$ cat config.mk
export PLATFORM = sky130hd
export DESIGN_NAME = exception_unit
export DESIGN_NICKNAME = d
export VERILOG_FILES = /design/src/rtl/exc_pkg.sv /design/src/rtl/exc_priority_enc.sv /design/src/rtl/exception_unit.sv
export SDC_FILE = /design/constraint.sdc
export NUM_CORES = 1
export LEC_CHECK = 0
export BUFFER_PORTS_ARGS = -buffer_cell sky130_fd_sc_hd__clkbuf_2
export CAP_MARGIN = 20
export CORE_ASPECT_RATIO = 2
export CORE_MARGIN = 2
export CORE_UTILIZATION = 39
export CTS_CLUSTER_DIAMETER = 50
export DETAILED_ROUTE_END_ITERATION = 10
export PLACE_DENSITY = 0.77
export SYNTH_ARGS = -nofsm -noshare
export SYNTH_HDL_FRONTEND = slang
export SYNTH_SLANG_ARGS = --single-unit
$ cat constraint.sdc
create_clock -name clk -period 1.8 [get_ports clk]
set_clock_uncertainty 0.05 [all_clocks]
set_input_delay 0.09 -clock clk [delete_from_list [all_inputs] [get_ports clk]]
set_output_delay 0.09 -clock clk [all_outputs]
set_load 0.01 [all_outputs]
$ cat src/rtl/exc_pkg.sv
// exc_pkg: shared states, cause codes, vector addresses and PC-mux selector encodings
package exc_pkg;
  typedef enum logic [2:0] {
    S_IDLE,
    S_SAVE_EPC,
    S_MEM_REQ,
    S_MEM_WAIT,
    S_LOAD_PC
  } state_t;
  localparam logic [1:0] CAUSE_NONE   = 2'd0;
  localparam logic [1:0] CAUSE_OPCODE = 2'd1;
  localparam logic [1:0] CAUSE_OVF    = 2'd2;
  localparam logic [1:0] CAUSE_DIV    = 2'd3;
  localparam logic [31:0] VEC_ADDR_OPCODE = 32'd253;
  localparam logic [31:0] VEC_ADDR_OVF    = 32'd254;
  localparam logic [31:0] VEC_ADDR_DIV    = 32'd255;
  localparam logic [2:0] PC_SRC_SEQ     = 3'b000;
  localparam logic [2:0] PC_SRC_BRANCH  = 3'b001;
  localparam logic [2:0] PC_SRC_ALUOUT  = 3'b010;
  localparam logic [2:0] PC_SRC_JUMP    = 3'b011;
  localparam logic [2:0] PC_SRC_JR      = 3'b100;
  localparam logic [2:0] PC_SRC_HANDLER = 3'b101;
  localparam logic [2:0] PC_SRC_EPC     = 3'b110;
endpackage

$ cat src/rtl/exc_priority_enc.sv
// exc_priority_enc: picks the highest-priority exception flag (opcode > overflow > divzero)
module exc_priority_enc
  import exc_pkg::*;
#(
  parameter logic [31:0] VEC_OPCODE = VEC_ADDR_OPCODE,
  parameter logic [31:0] VEC_OVF    = VEC_ADDR_OVF,
  parameter logic [31:0] VEC_DIV    = VEC_ADDR_DIV
) (
  input  logic        exc_opcode,
  input  logic        exc_overflow,
  input  logic        exc_divzero,
  output logic        valid,
  output logic [1:0]  cause,
  output logic [31:0] vec
);
  // lower-priority flags are simply masked by the ternary chain
  always_comb begin
    valid = exc_opcode | exc_overflow | exc_divzero;
    cause = exc_opcode ? CAUSE_OPCODE : exc_overflow ? CAUSE_OVF : exc_divzero ? CAUSE_DIV : CAUSE_NONE;
    vec   = exc_opcode ? VEC_OPCODE : exc_overflow ? VEC_OVF : exc_divzero ? VEC_DIV : 32'd0;
  end
endmodule

$ cat src/rtl/exception_unit.sv
// exception_unit: saves EPC, fetches the handler byte from the exception vector and redirects the PC
module exception_unit
  import exc_pkg::*;
#(
  parameter int          MEM_LATENCY    = 1,
  parameter logic [31:0] VEC_OPCODE     = exc_pkg::VEC_ADDR_OPCODE,
  parameter logic [31:0] VEC_OVF        = exc_pkg::VEC_ADDR_OVF,
  parameter logic [31:0] VEC_DIV        = exc_pkg::VEC_ADDR_DIV,
  parameter logic [2:0]  PC_SRC_HANDLER = exc_pkg::PC_SRC_HANDLER
) (
  input  logic        clk,
  input  logic        reset,
  input  logic        exc_opcode,
  input  logic        exc_overflow,
  input  logic        exc_divzero,
  input  logic [31:0] pc_in,
  input  logic [31:0] mem_data_in,
  output logic [31:0] mem_addr,
  output logic        mem_rd,
  output logic [31:0] epc_out,
  output logic        epc_write,
  output logic [31:0] handler_addr,
  output logic [2:0]  pc_src,
  output logic        pc_write,
  output logic [1:0]  cause,
  output logic        busy
);
  localparam int CW = (MEM_LATENCY > 1) ? $clog2(MEM_LATENCY) : 1;
  state_t state, next;
  logic [CW-1:0] cnt;
  logic hit;
  logic [1:0] hit_cause;
  logic [31:0] hit_vec;
  logic unused_mem_hi;
  assign unused_mem_hi = &{1'b0, mem_data_in[31:8]};
  exc_priority_enc #(
    .VEC_OPCODE(VEC_OPCODE),
    .VEC_OVF   (VEC_OVF),
    .VEC_DIV   (VEC_DIV)
  ) u_enc (
    .exc_opcode  (exc_opcode),
    .exc_overflow(exc_overflow),
    .exc_divzero (exc_divzero),
    .valid       (hit),
    .cause       (hit_cause),
    .vec         (hit_vec)
  );
  // state register; an asynchronous reset aborts any sequence in flight
  always_ff @(posedge clk or negedge reset)
    if (!reset) state <= S_IDLE;
    else state <= next;
  // next-state: flags only matter in IDLE, MEM_WAIT leaves once the latency counter drains
  always_comb begin
    next = state;
    case (state)
      S_IDLE:     next = hit ? S_SAVE_EPC : S_IDLE;
      S_SAVE_EPC: next = S_MEM_REQ;
      S_MEM_REQ:  next = S_MEM_WAIT;
      S_MEM_WAIT: next = (cnt == '0) ? S_LOAD_PC : S_MEM_WAIT;
      S_LOAD_PC:  next = S_IDLE;
      default:    next = S_IDLE;
    endcase
  end
  // strobes decode straight from the state register, so reset clears them immediately
  always_comb begin
    mem_rd    = state == S_MEM_REQ;
    epc_write = state == S_SAVE_EPC;
    pc_write  = state == S_LOAD_PC;
    pc_src    = (state == S_LOAD_PC) ? PC_SRC_HANDLER : PC_SRC_SEQ;
  end
  // latched cause/vector/EPC on entry, latency counter and handler byte capture
  always_ff @(posedge clk or negedge reset)
    if (!reset) begin
      cause        <= CAUSE_NONE;
      mem_addr     <= '0;
      epc_out      <= '0;
      handler_addr <= '0;
      cnt          <= '0;
      busy         <= 1'b0;
    end else begin
      busy <= next != S_IDLE;
      if (state == S_IDLE && hit) begin
        cause    <= hit_cause;
        mem_addr <= hit_vec;
        epc_out  <= pc_in - 32'd4;
      end
      if (state == S_MEM_REQ) cnt <= CW'(MEM_LATENCY - 1);
      if (state == S_MEM_WAIT && cnt != '0) cnt <= cnt - 1'b1;
      if (state == S_MEM_WAIT && cnt == '0) handler_addr <= {24'b0, mem_data_in[7:0]};
    end
endmodule

### Yosys cells after proc, flatten, opt, wreduce, memory -nomap -nowiden

Index checks and enable logic that the tools add are counted.

| word-level totals | value |
|---|---|
| input port bits | 69 |
| flip-flop bits (word level) | 79 |
| word-level logic and storage cells | 34 |
| output and inout port bits | 105 |

| operators by class | value |
|---|---|
| mux-type cells | 12 |
| reduce and logical (&&, ||, !) cells | 6 |
| equality and inequality tests | 4 |
| bitwise logic cells | 3 |
| add/subtract/negate cells | 2 |

Operators by type and width:

| kind | number |
|---|---|
| $mux 32 | 2 |
| $sub 32x3->32 const B | 1 |
| $pmux 3 s4 | 1 |
| $mux 8 | 1 |
| $eq 3x2->1 const B | 2 |
| $mux 2 | 3 |
| $mux 3 | 2 |
| $eq 3x1->1 const B | 1 |
| $eq 3x3->1 const B | 1 |
| $logic_and 1x1->1 | 3 |
| $logic_not 3->1 | 1 |
| $mux 1 | 3 |
| $reduce_bool 3->1 | 1 |
| $or 1x1->1 | 2 |
| $reduce_bool 2->1 | 1 |
| $not 1->1 | 1 |
| $sub 1x1->1 const B | 1 |

### Longest topological paths before layout

| logic depth | value |
|---|---|
| depth in word-level cells | 5 |
| gate-level depth with buffers | 7 |
| mapped depth without buffers | 6 |

### Modules after synthesis

Synthesis repeated with hierarchy kept, for this count alone.

| second synthesis, totals | value |
|---|---|
| cells, all modules | 437 |
| area total of the unflattened synthesis | 3,972.6 µm² |

By module, submodules not included:

| module | instances | sequential area each (µm²) | area an instance (µm²) | cells an instance |
|---|---|---|---|---|
| exception_unit | 1 | 1,976.9 | 3,704.8 | 399 |
| exc_priority_enc | 1 | 0.0 | 267.8 | 38 |

### Worst setup path before layout

No wires, ideal clock.

| timing path | value |
|---|---|
| path type | flip-flop to flip-flop |
| from | register state[1] |
| to | register epc_out[26] |
| stages on the path, launching flop included | 6 |
| clock period less this slack | 1.790 ns |
| arrival | 1.658 ns |
| setup slack | 0.010 ns |
| data required time | 1.668 ns |
| path buffers | 1 |
| library setup time | 0.082 ns |
| path through | dfrtp_1 or3_1 nor2_1 clkbuf_1 nor2_1 a31oi_1 |

| between the ends | value |
|---|---|
| word-level cells in the longest chain between the ends | 2 |

Ends and longest elaborated chain:

| item | line | source |
|---|---|---|
| start: declaration | exception_unit.sv:29 | `state_t state, next;` |
| start signal: assignment | exception_unit.sv:51 | `else state <= next;` |
| $logic_not 3->1 | exception_unit.sv:82 | `if (state == S_IDLE && hit) begin` |
| $logic_and 1x1->1 | exception_unit.sv:82 |  |
| end signal: assignment | exception_unit.sv:85 | `epc_out <= pc_in - 32'd4;` |
| end: declaration | exception_unit.sv:20 | `output logic [31:0] epc_out,` |

Every way passes these cells.
A chain may end at the register's enable or synchronous reset.

### Worst setup path in the final report

| timing path | value |
|---|---|
| from | register state[1] |
| to | register epc_out[31] |

The elaborated chain is that of the path after synthesis.

==> impl_metrics.json <==
{
  "cts_setup_buffers": 0,
  "power.total_mw": 5.14,
  "antenna_cells": 0,
  "irDropWorstVdd_mv": 0.514,
  "firstDrtPassIters": 4,
  "drt_iter0_drc": 101,
  "total_leakage_power_nw": 1.71,
  "grt_start_max_net_pins": 35,
  "async_flop_share": 1.00,
  "yosysTopAreaCellShare": 0.428,
  "arrival_ns": 1.84,
  "swShare": 0.377,
  "power_frac_seq": 0.368,
  "clk_pin_slew_ns": 0.06,
  "antenna_found_initial": 0,
  "clock_latency_ns": 0.28,
  "fillCellCount": 639,
  "tritoncts": "yes",
  "path_max_fanout": 4,
  "rsz0062_at_grt": "false",
  "synth_edf_count": 0,
  "die_width_um": 64.0,
  "yosysSeqAreaShare": 0.428,
  "pwr-share-comb": 0.444,
  "wl_per_cell_um": 13.1,
  "initial_core_util": 0.405,
  "syn-mean-instance-area_um2": 9.24,
  "drc": 0,
  "dieHeight_um": 124,
  "ys.warnings.count": 0,
  "synthFlopType": "dfrtp_1",
  "fin_crit_ns": 1.67,
  "hpwlAfterDp_mm": 5.33,
  "core-area_um2": 6940,
  "p_int_mw": 3.21,
  "clock_tree.buffer_depth": 2,
  "finalCritPeriodShare": 0.929,
  "worst_hold_path_type": "input pin to register",
  "final.setup.worst_slack_ns": 0.128,
  "root_buffer": "clkbuf_16",
  "post-place-ws_ns": -0.110,
  "ios": 174,
  "layout.nets": 503,
  "hold_viol": 0,
  "grt_use_total": 0.168,
  "numCtsBuffers": 5,
  "area_growth_pct": 29.6,
  "cellPowerDensity_nw_per_um2": 1410,
  "grt_pass1_wl_mm": 10.4,
  "vias_per_cell": 4.88,
  "synth.area.top_cells": "dfrtp_1, buf_4, a31oi_1, nor2_1, o21ai_0",
  "fmax_ghz": 0.598,
  "route.vias.total": 2552,
  "fin_area_um2": 3640,
  "max-cap-violations": 0,
  "grt_pass1_vias": 2341,
  "cp_slowest_cell": "or3_1",
  "post_dp_cell_area_um2": 3360,
  "timing.critical_path.to_type": "register",
  "finalSetupViolations": 0,
  "critPathMaxStageDelay_ns": 0.45,
  "netlist_instances": 304,
  "dieArea_um2": 7940,
  "routed_wl_mm": 6.85,
  "switching_power_mw": 1.94,
  "ant_nets": 0,
  "cts_sinks": 48,
  "power.clock.fraction": 0.187,
  "synth_cell_types": 37,
  "crit_path_start_kind": "register",
  "drive_gt1_frac": 0.356,
  "finalMaxSlewViolations": 0,
  "worstSetupPathType": "register to register",
  "post-synth-top-area-cell": "dfrtp_1",
  "rows": 43,
  "syn_area_um2": 2810,
  "numPortBuffers": 100,
  "synth-seq-cells": 48,
  "path_cells": "or3_1, nor3_1, or4b_1, nand3_1",
  "htreeDepth": 2,
  "cp.required_ns": 1.97,
  "grt-ovfl-total": 0,
  "status": "finished, final reports clean",
  "gp_congestion": 0.837
}
==> power groups by stage <==
stage / sequential, mW / clock, mW / combinational [mW]
6_report: 1.89 / 0.964 / 2.28
5_1_grt: 1.95 / 1.03 / 2.54
4_1_cts: 1.90 / 0.996 / 2.31
3_5_place_dp: 1.92 / 0 / 2.29
3_3_place_gp: 1.89 / 0 / 2.23
2_1_floorplan: 2.13 / 0 / 1.15
==> sequential cells by signal, summed over array words and instances, names as in the netlist <==
register      count
mem_addr          2
cause             1
handler_addr      8
busy              1
epc_out          32
cnt               1
state             3
==> cell usage after synthesis, drive strengths merged, types with 6 or more instances <==
cell type / n
a31oi: 17
buf: 58
clkbuf: 8
dfrtp: 48
mux2: 8
nand2: 23
nand4: 6
nor2: 27
nor3: 10
o21ai: 20
o31ai: 10
or3: 13
or4: 11
xor2: 7
==> per-layer routing <==
| layer | part of all wire | global-route usage | vias up |
|---|---|---|---|
| met1 | 0.36 | 0.173 | 1184 |
| li1 | - | - | 1229 |
| met5 | 0 | 0 | - |
| met2 | 0.55 | 0.317 | 126 |
| met3 | 0.066 | 0.0262 | 13 |
| met4 | 0.026 | 0.0910 | 0 |
==> metrics by stage <==
step,TNS [ns],instances,hold WS (ns),util
global placement,-0.159,504,-0.0262,0.484
finish,0,523,0.0281,0.524
floorplan,0,352,-0.256,-
global route,0,523,0.0434,0.524
CTS,0,523,0.0252,0.524
detailed placement,-0.577,504,-0.0219,0.484
==> worst max-delay path: cells and delay by family (launching register included) <==
kind,cells,cell delay (ns)
flip-flops,1,0.37
AND/OR/NAND/NOR,4,1.19
==> path summary, 6_finish.rpt <==
path,startpoint,end,slack (ns),cells past startpoint
worst max-delay path,state[1],epc_out[31],0.13,4
worst min-delay path,pc_in[19],epc_out[19],0.03,3
worst max register to register,state[1],epc_out[31],0.13,4
worst min register to register,epc_out[0],epc_out[0],0.43,2
max in group asynchronous,reset,epc_out[25],0.91,3
min in group asynchronous,reset,cause[0],0.20,2
==> cell type report <==
cell class / instances / area [um2] / area share
Tap cell: 90 / 113 / 0.0309
Timing Repair Buffer: 140 / 843 / 0.232
Multi-Input combinational cell: 236 / 1320 / 0.363
Inverter: 2 / 7.51 / 0.00206
Sequential cell: 48 / 1200 / 0.330
Clock buffer: 7 / 153 / 0.0419
==> cell families (layout without fill, tap and decap cells) <==
family                     count (synthesis)  count (layout)  synth area share
muxes                                      8               8            0.0321
DFF                                       48              48             0.428
xor gates and xnor gates                  10              10            0.0312
buffers and inverters                     68             149             0.168
adders and majority gates                  1               1           0.00445
AOI/OAI and AO/OA                         53              53             0.114
other                                      1              49           0.00134
and+or+nand+nor                          115             115             0.221
==> placed cells by master (no fill, tap or decap), types with 2 or more instances in the layout <==
cell type	n
clkbuf_2	100
conb_1	49
dfrtp_1	48
buf_4	27
nor2_1	26
nand2_1	23
o21ai_0	20
a31oi_1	17
or3_1	12
dlygate4sd3_1	12
o31ai_1	10
or4_1	9
mux2_2	8
nor3_1	7
xor2_1	7
nand4_1	6
clkbuf_16	5
nand2b_1	4
nor2b_1	4
or2_2	4
nor3_2	3
a21oi_1	3
nand3_1	3
xnor2_1	3
inv_1	2
nor3b_1	2
and2_1	2
nor4_1	2
clkbuf_8	2
==> what timing repair did <==
action / in CTS / in global routing
resized for setup: 0 / 1
hold buffers: 12 / 0
endpoints found under the setup margin: 0 / 13
endpoints found under the hold margin: 25 / 0
Power figures use the tool's default switching activity.
